[config.mk]
export PLATFORM = sky130hd
export DESIGN_NAME = mem_ctrl
export DESIGN_NICKNAME = d
export VERILOG_FILES = /design/src/rtl/mem_ctrl_pkg.sv /design/src/rtl/mem_ctrl.sv
export SDC_FILE = /design/constraint.sdc
export NUM_CORES = 1
export LEC_CHECK = 0
export ABC_AREA = 1
export BUFFER_PORTS_ARGS = -buffer_cell sky130_fd_sc_hd__buf_2
export CELL_PAD_IN_SITES_DETAIL_PLACEMENT = 1
export CELL_PAD_IN_SITES_GLOBAL_PLACEMENT = 2
export CORE_ASPECT_RATIO = 1.25
export CORE_MARGIN = 10
export CORE_UTILIZATION = 29
export CTS_CLUSTER_SIZE = 28
export DETAILED_ROUTE_END_ITERATION = 8
export GPL_ROUTABILITY_DRIVEN = 0
export PLACE_DENSITY_LB_ADDON = 0.1
export SYNTH_ARGS = -nofsm -noshare
export SYNTH_HDL_FRONTEND = slang
export SYNTH_SLANG_ARGS = --single-unit
export TNS_END_PERCENT = 5
[constraint.sdc]
create_clock -name clk -period 2.37 [get_ports clk]
set_input_delay 0.237 -clock clk [delete_from_list [all_inputs] [get_ports clk]]
set_output_delay 0.237 -clock clk [all_outputs]
set_load 0.02 [all_outputs]
[src/rtl/mem_ctrl_pkg.sv]
// Shared constants for the memory controller: FSM encoding, access-size codes
// and the memory-mapped IO decode.
package mem_ctrl_pkg;

  typedef enum logic [1:0] {
    ST_IDLE  = 2'd0,
    ST_INST  = 2'd1,
    ST_LOAD  = 2'd2,
    ST_STORE = 2'd3
  } state_t;

  localparam logic [1:0] SIZE_BYTE = 2'b00;
  localparam logic [1:0] SIZE_HALF = 2'b01;
  localparam logic [1:0] SIZE_WORD = 2'b10;

  localparam logic [2:0] INST_BYTES = 3'd4;

  // Byte addresses whose [IO_ADDR_HI:IO_ADDR_LO] equal IO_SEL target the UART.
  localparam int         IO_ADDR_HI = 17;
  localparam int         IO_ADDR_LO = 16;
  localparam logic [1:0] IO_SEL     = 2'b11;

  function automatic logic [2:0] size_bytes(input logic [1:0] size);
    case (size)
      SIZE_BYTE: size_bytes = 3'd1;
      SIZE_HALF: size_bytes = 3'd2;
      default:   size_bytes = 3'd4;
    endcase
  endfunction

endpackage

[src/rtl/mem_ctrl.sv]
// Byte-serial memory controller arbitrating instruction fetches and LSB
// loads/stores onto a single 8-bit RAM port with one-cycle read latency.
module mem_ctrl
  import mem_ctrl_pkg::*;
(
  input  logic        clk,
  input  logic        rst,
  input  logic        rdy,
  input  logic        jump_wrong,
  input  logic        inst_req_in,
  input  logic [31:0] inst_pc_in,
  output logic        inst_done_out,
  output logic [31:0] inst_out,
  input  logic        lsb_req_in,
  input  logic        lsb_we_in,
  input  logic [31:0] lsb_addr_in,
  input  logic [1:0]  lsb_size_in,
  input  logic [31:0] lsb_data_in,
  output logic        lsb_done_out,
  output logic [31:0] lsb_data_out,
  input  logic [7:0]  mem_din,
  output logic [7:0]  mem_dout,
  output logic [31:0] mem_a,
  output logic        mem_wr,
  input  logic        io_buffer_full,
  output state_t      dbg_state
);

  // Handshake: each requester holds its req level until its done pulse; in a
  // cycle where either done pulse is high, no request is accepted, so a level
  // that is still high during done is never taken as a new request.

  state_t      state_q, state_d;
  logic [2:0]  cnt_q, cnt_d;
  logic [2:0]  n_q, n_d;
  logic [31:0] base_q, base_d;
  logic [31:0] wdata_q, wdata_d;
  logic [23:0] buf_q, buf_d;
  logic        inst_done_d, lsb_done_d;
  logic [31:0] inst_out_d, lsb_data_d;

  logic [31:0] byte_addr;
  logic [31:0] word_rd;
  logic [7:0]  wbyte;
  logic        io_stall;

  assign dbg_state = state_q;
  assign byte_addr = base_q + {29'd0, cnt_q};
  assign io_stall  = (state_q == ST_STORE) && io_buffer_full &&
                     (byte_addr[IO_ADDR_HI:IO_ADDR_LO] == IO_SEL);

  // The final byte is taken straight from mem_din in the cnt == n cycle.
  always_comb begin
    case (n_q)
      3'd1:    word_rd = {24'd0, mem_din};
      3'd2:    word_rd = {16'd0, mem_din, buf_q[7:0]};
      default: word_rd = {mem_din, buf_q};
    endcase
  end

  always_comb begin
    case (cnt_q[1:0])
      2'd0:    wbyte = wdata_q[7:0];
      2'd1:    wbyte = wdata_q[15:8];
      2'd2:    wbyte = wdata_q[23:16];
      default: wbyte = wdata_q[31:24];
    endcase
  end

  always_comb begin
    state_d     = state_q;
    cnt_d       = cnt_q;
    n_d         = n_q;
    base_d      = base_q;
    wdata_d     = wdata_q;
    buf_d       = buf_q;
    inst_done_d = 1'b0;
    lsb_done_d  = 1'b0;
    inst_out_d  = inst_out;
    lsb_data_d  = lsb_data_out;
    mem_a       = 32'd0;
    mem_dout    = 8'd0;
    mem_wr      = 1'b0;

    case (state_q)
      ST_IDLE: begin
        if (!inst_done_out && !lsb_done_out) begin
          if (lsb_req_in) begin
            base_d  = lsb_addr_in;
            n_d     = size_bytes(lsb_size_in);
            wdata_d = lsb_data_in;
            cnt_d   = 3'd0;
            state_d = lsb_we_in ? ST_STORE : ST_LOAD;
          end else if (inst_req_in && !jump_wrong) begin
            base_d  = inst_pc_in;
            n_d     = INST_BYTES;
            cnt_d   = 3'd0;
            state_d = ST_INST;
          end
        end
      end

      ST_INST, ST_LOAD: begin
        if (cnt_q < n_q) mem_a = byte_addr;
        if (state_q == ST_INST && jump_wrong) begin
          state_d = ST_IDLE;
        end else if (cnt_q == n_q) begin
          state_d = ST_IDLE;
          if (state_q == ST_INST) begin
            inst_done_d = 1'b1;
            inst_out_d  = word_rd;
          end else begin
            lsb_done_d = 1'b1;
            lsb_data_d = word_rd;
          end
        end else begin
          cnt_d = cnt_q + 3'd1;
          case (cnt_q)
            3'd1:    buf_d[7:0]   = mem_din;
            3'd2:    buf_d[15:8]  = mem_din;
            3'd3:    buf_d[23:16] = mem_din;
            default: ;
          endcase
        end
      end

      ST_STORE: begin
        // A full UART buffer freezes the store on the current byte.
        if (!io_stall) begin
          mem_a    = byte_addr;
          mem_dout = wbyte;
          mem_wr   = rdy;
          if (cnt_q == n_q - 3'd1) begin
            state_d    = ST_IDLE;
            lsb_done_d = 1'b1;
          end else begin
            cnt_d = cnt_q + 3'd1;
          end
        end
      end

      default: state_d = ST_IDLE;
    endcase
  end

  always_ff @(posedge clk) begin
    if (rst) begin
      state_q       <= ST_IDLE;
      cnt_q         <= 3'd0;
      n_q           <= 3'd0;
      base_q        <= 32'd0;
      wdata_q       <= 32'd0;
      buf_q         <= 24'd0;
      inst_done_out <= 1'b0;
      inst_out      <= 32'd0;
      lsb_done_out  <= 1'b0;
      lsb_data_out  <= 32'd0;
    end else if (rdy) begin
      state_q       <= state_d;
      cnt_q         <= cnt_d;
      n_q           <= n_d;
      base_q        <= base_d;
      wdata_q       <= wdata_d;
      buf_q         <= buf_d;
      inst_done_out <= inst_done_d;
      inst_out      <= inst_out_d;
      lsb_done_out  <= lsb_done_d;
      lsb_data_out  <= lsb_data_d;
    end
  end

endmodule

==> out/results.tsv <==
metric	value	unit
status	complete, but fails checks	
failing checks	setup timing	
compound-gate portion of the synthesized area	25.8	%
Slew headroom	61.6	%
fmax	0.349	GHz
adder-cell area share of the yosys netlist	2.80	%
initial antenna violation count	4	
worst hold margin	0.0283	ns
Syn Area/Cell	6.96	um^2
routed vias	8666	
total grt overflow	0	
# fillers	3608	
Die H	209	um
io pins	223	
critical-path cell list	ha_4, inv_2, fa_2, inv_2, nand2_1, nand2_2, nand2_2, o21bai_2, nand2_2, nor2_4, nand2_8, clkbuf_16, nand3_1, a21oi_1, buf_4	
clk root buf	clkbuf_16	
dpl ws	-0.203	ns
Worst-Skew Late Latency	0.44	ns
DRT antenna net count	0	
Slew @ Worst Pin	0.575	ns
Layout area overhead	32.8	%
largest net degree at the start of global routing	66	
core area	28300	um^2
setup tns final	-18.63	ns
Critical Path RT	2.13	ns
Worst Hold Class	in -> reg	
Synth cell types	42	
# DRC	0	
NumNets Final	1550	
clock buffer depth	2	
CP Max Fanout	6	
Startpoint Class	flop	
combinational family with the most area after synthesis	compound AO/OA/AOI/OAI gates	
clk slew on worst S/H paths	0.07	ns
Post-Syn Instances	1194	
Multi-input gate area	4360	um^2
vias in the first global route	9026	
skew final	0.00970	ns
Design Area, Final	11000	um^2
Worst Path Arrival	2.63	ns
Period Utilization, post-route	121	%
YS warnings	0	
unrepaired setup endpoints after global routing	yes	
WL/cell	17.6	um
I/O Buffers	222	
hpwl dp	23000	um
register area share after synthesis	39.0	%
Final min period	2.86	ns
Synth Register Bits	162	
CP max stage cell	dfxtp_2	
post-route setup slack	-0.494	ns
first-pass GRT wire length	49500	um
# rows	69	
H-tree Lvls	4	
Iter 0 DRT Violations	297	
setup violators final	44	
Die X-Extent	171	um
share of cells above drive strength 1	26.9	%
max-cap viol count	0	
worst vdd ir	0.000457	V
Final Power	10.7	mW
Setup CP Type	reg -> out	
GRT Total Usage	17.3	%
Pwr Density	973	nW/um^2
Pre-antenna DRT Iters	4	
FF+latch area	3250	um^2
Initial Util	29.4	%
final wirelength	31400	um
P_leak	4.93	nW
via/cell ratio	4.84	
CTS Buf Count	17	
CTS sink count	162	
Mapped Area	8310	um^2
TritonCTS clock tree	yes	
XOR/XNOR Fraction of Synth Area	2.53	%
Post-Synth Simple-Gate Area	18.9	%
Critical Path End Type	output port	
final core occ	39.0	%
crit-path max cell delay	0.36	ns
most frequent CP cell	nand2_2	
Fin. Hold Viols	0	
placed cells	1747	
syn nets	1326	
mux share of post-synthesis cell area	0	%
max-slew violation count	0	
non-filler cells, final	1789	
DP Area	10100	um^2
full die area	35900	um^2
-- worst paths after layout --
kind / startpoint / slack (ns) / end / depth (start not counted)
setup / recovery: cnt_q[0] / -0.49 / mem_a[18] / 15
hold / removal: lsb_data_in[10] / 0.03 / wdata_q[10] / 3
setup reg to reg: cnt_q[0] / -0.05 / cnt_q[0] / 17
hold reg to reg: wdata_q[16] / 0.45 / wdata_q[16] / 2
-- Yosys cell counts --
cell	n	share of area [%]
a211oi_1	19	1.7
ha_1	17	2.6
buf_1	5	0.23
nand3b_2	1	0.14
and2_4	1	0.11
nand2_8	1	0.24
nor2_1	126	5.7
and2_1	1	0.075
o21bai_1	2	0.18
fa_1	1	0.24
nor2_2	3	0.23
inv_2	1	0.045
nor4_2	1	0.15
o21bai_2	1	0.14
a31oi_1	1	0.075
dfxtp_1	162	39
a21o_1	1	0.090
nand2_4	2	0.27
a21oi_1	205	12
buf_2	12	0.72
nand3_1	83	5.0
o21ai_0	162	9.8
and3_1	1	0.075
nand3b_1	1	0.090
clkbuf_1	58	2.6
nand4_1	3	0.23
a22oi_1	8	0.72
o211ai_1	1	0.090
nor4_4	1	0.26
a2bb2oi_1	1	0.11
o22ai_1	8	0.60
xor2_1	17	1.8
nand3_2	2	0.24
buf_6	3	0.41
nor3_1	4	0.24
xnor2_1	7	0.74
clkinv_1	1	0.045
inv_1	153	6.9
nand2_1	104	4.7
nor4_1	1	0.075
nand2_2	9	0.68
nor2_4	3	0.41
-- logic make-up after synthesis --
group	after synthesis
compound gates	409
xor+xnor	24
simple gates	348
flops	162
buf+inv	233
fa+ha+maj	18
-- state kept, by name, indices dropped and copies added (netlist names) --
| signal | flops |
|---|---|
| lsb_done_out | 1 |
| buf_q | 24 |
| base_q | 32 |
| dbg_state | 2 |
| inst_done_out | 1 |
| cnt_q | 3 |
| lsb_data_out | 32 |
| n_q | 3 |
| wdata_q | 32 |
| inst_out | 32 |
-- layer usage --
metal / share of wire [%] / up-vias / global-route usage, %
met5: 0.022 / - / 0
met2: 50 / 165 / 30.1
met3: 4.8 / 27 / 4.13
met4: 1.5 / 2 / 4.72
met1: 43 / 4061 / 20.5
li1: - / 4411 / -
-- final cells by class --
class                      count  share of cell area, %
timing repair buffer         283                   16.7
multi-input combinational    799                   39.5
clock inverter                13                   1.07
sequential                   162                   29.4
tap                          355                   4.02
antenna                        3                 0.0680
clock buffer                  19                   4.01
inverter                     155                   5.29
-- what timing repair did --
action / 4_1_cts / 5_1_grt
pin swaps: 4 / 2
resized for setup: 63 / 33
endpoints found under the setup margin: 43 / 58
cloned: 1 / 1
buffers inserted: 5 / 0
hold buffers: 0 / 0
endpoints found under the hold margin: 0 / 0
-- cell usage in the layout, fill, tap and decap left out, types with 2 or more instances in the layout --
master and n:
nand2_4 3, buf_12 8, ha_1 16, diode_2 3, nor2_4 4, inv_1 148
xnor2_1 7, o22ai_1 8, nand3_2 8, clkbuf_16 18, clkinv_1 2, nor2_1 122
clkinvlp_4 2, buf_6 9, a211oi_2 6, a21oi_2 13, clkinv_4 3, nor4_2 2
nand4_1 3, o21ai_0 161, buf_4 81, nand3_4 2, nand2_2 12, a22oi_1 8
nand3_1 75, xor2_1 17, a211oi_1 12, nor3_1 4, inv_6 5, a21oi_1 192
o21bai_1 2, nand2_1 100, dfxtp_2 2, buf_2 183, nor2_2 6, inv_2 4
dfxtp_1 160
-- where the power goes --
group          switching [mW]  internal [mW]  total [mW]  leakage [nW]
Combinational            2.92           1.46        4.38          3.34
Sequential              0.367           3.29        3.66          1.32
Clock                    1.29           1.41        2.69         0.270
Total                    4.58           6.16        10.7          4.93
-- worst max-delay path, delay by kind of cell (launching register included) --
kind / cells / cell delay (ns)
simple gates: 7 / 0.69
fa+ha+maj: 2 / 0.50
buf+inv: 4 / 0.45
flops: 1 / 0.36
compound gates: 2 / 0.20
No activity file was read; power rests on OpenSTA's default activity.
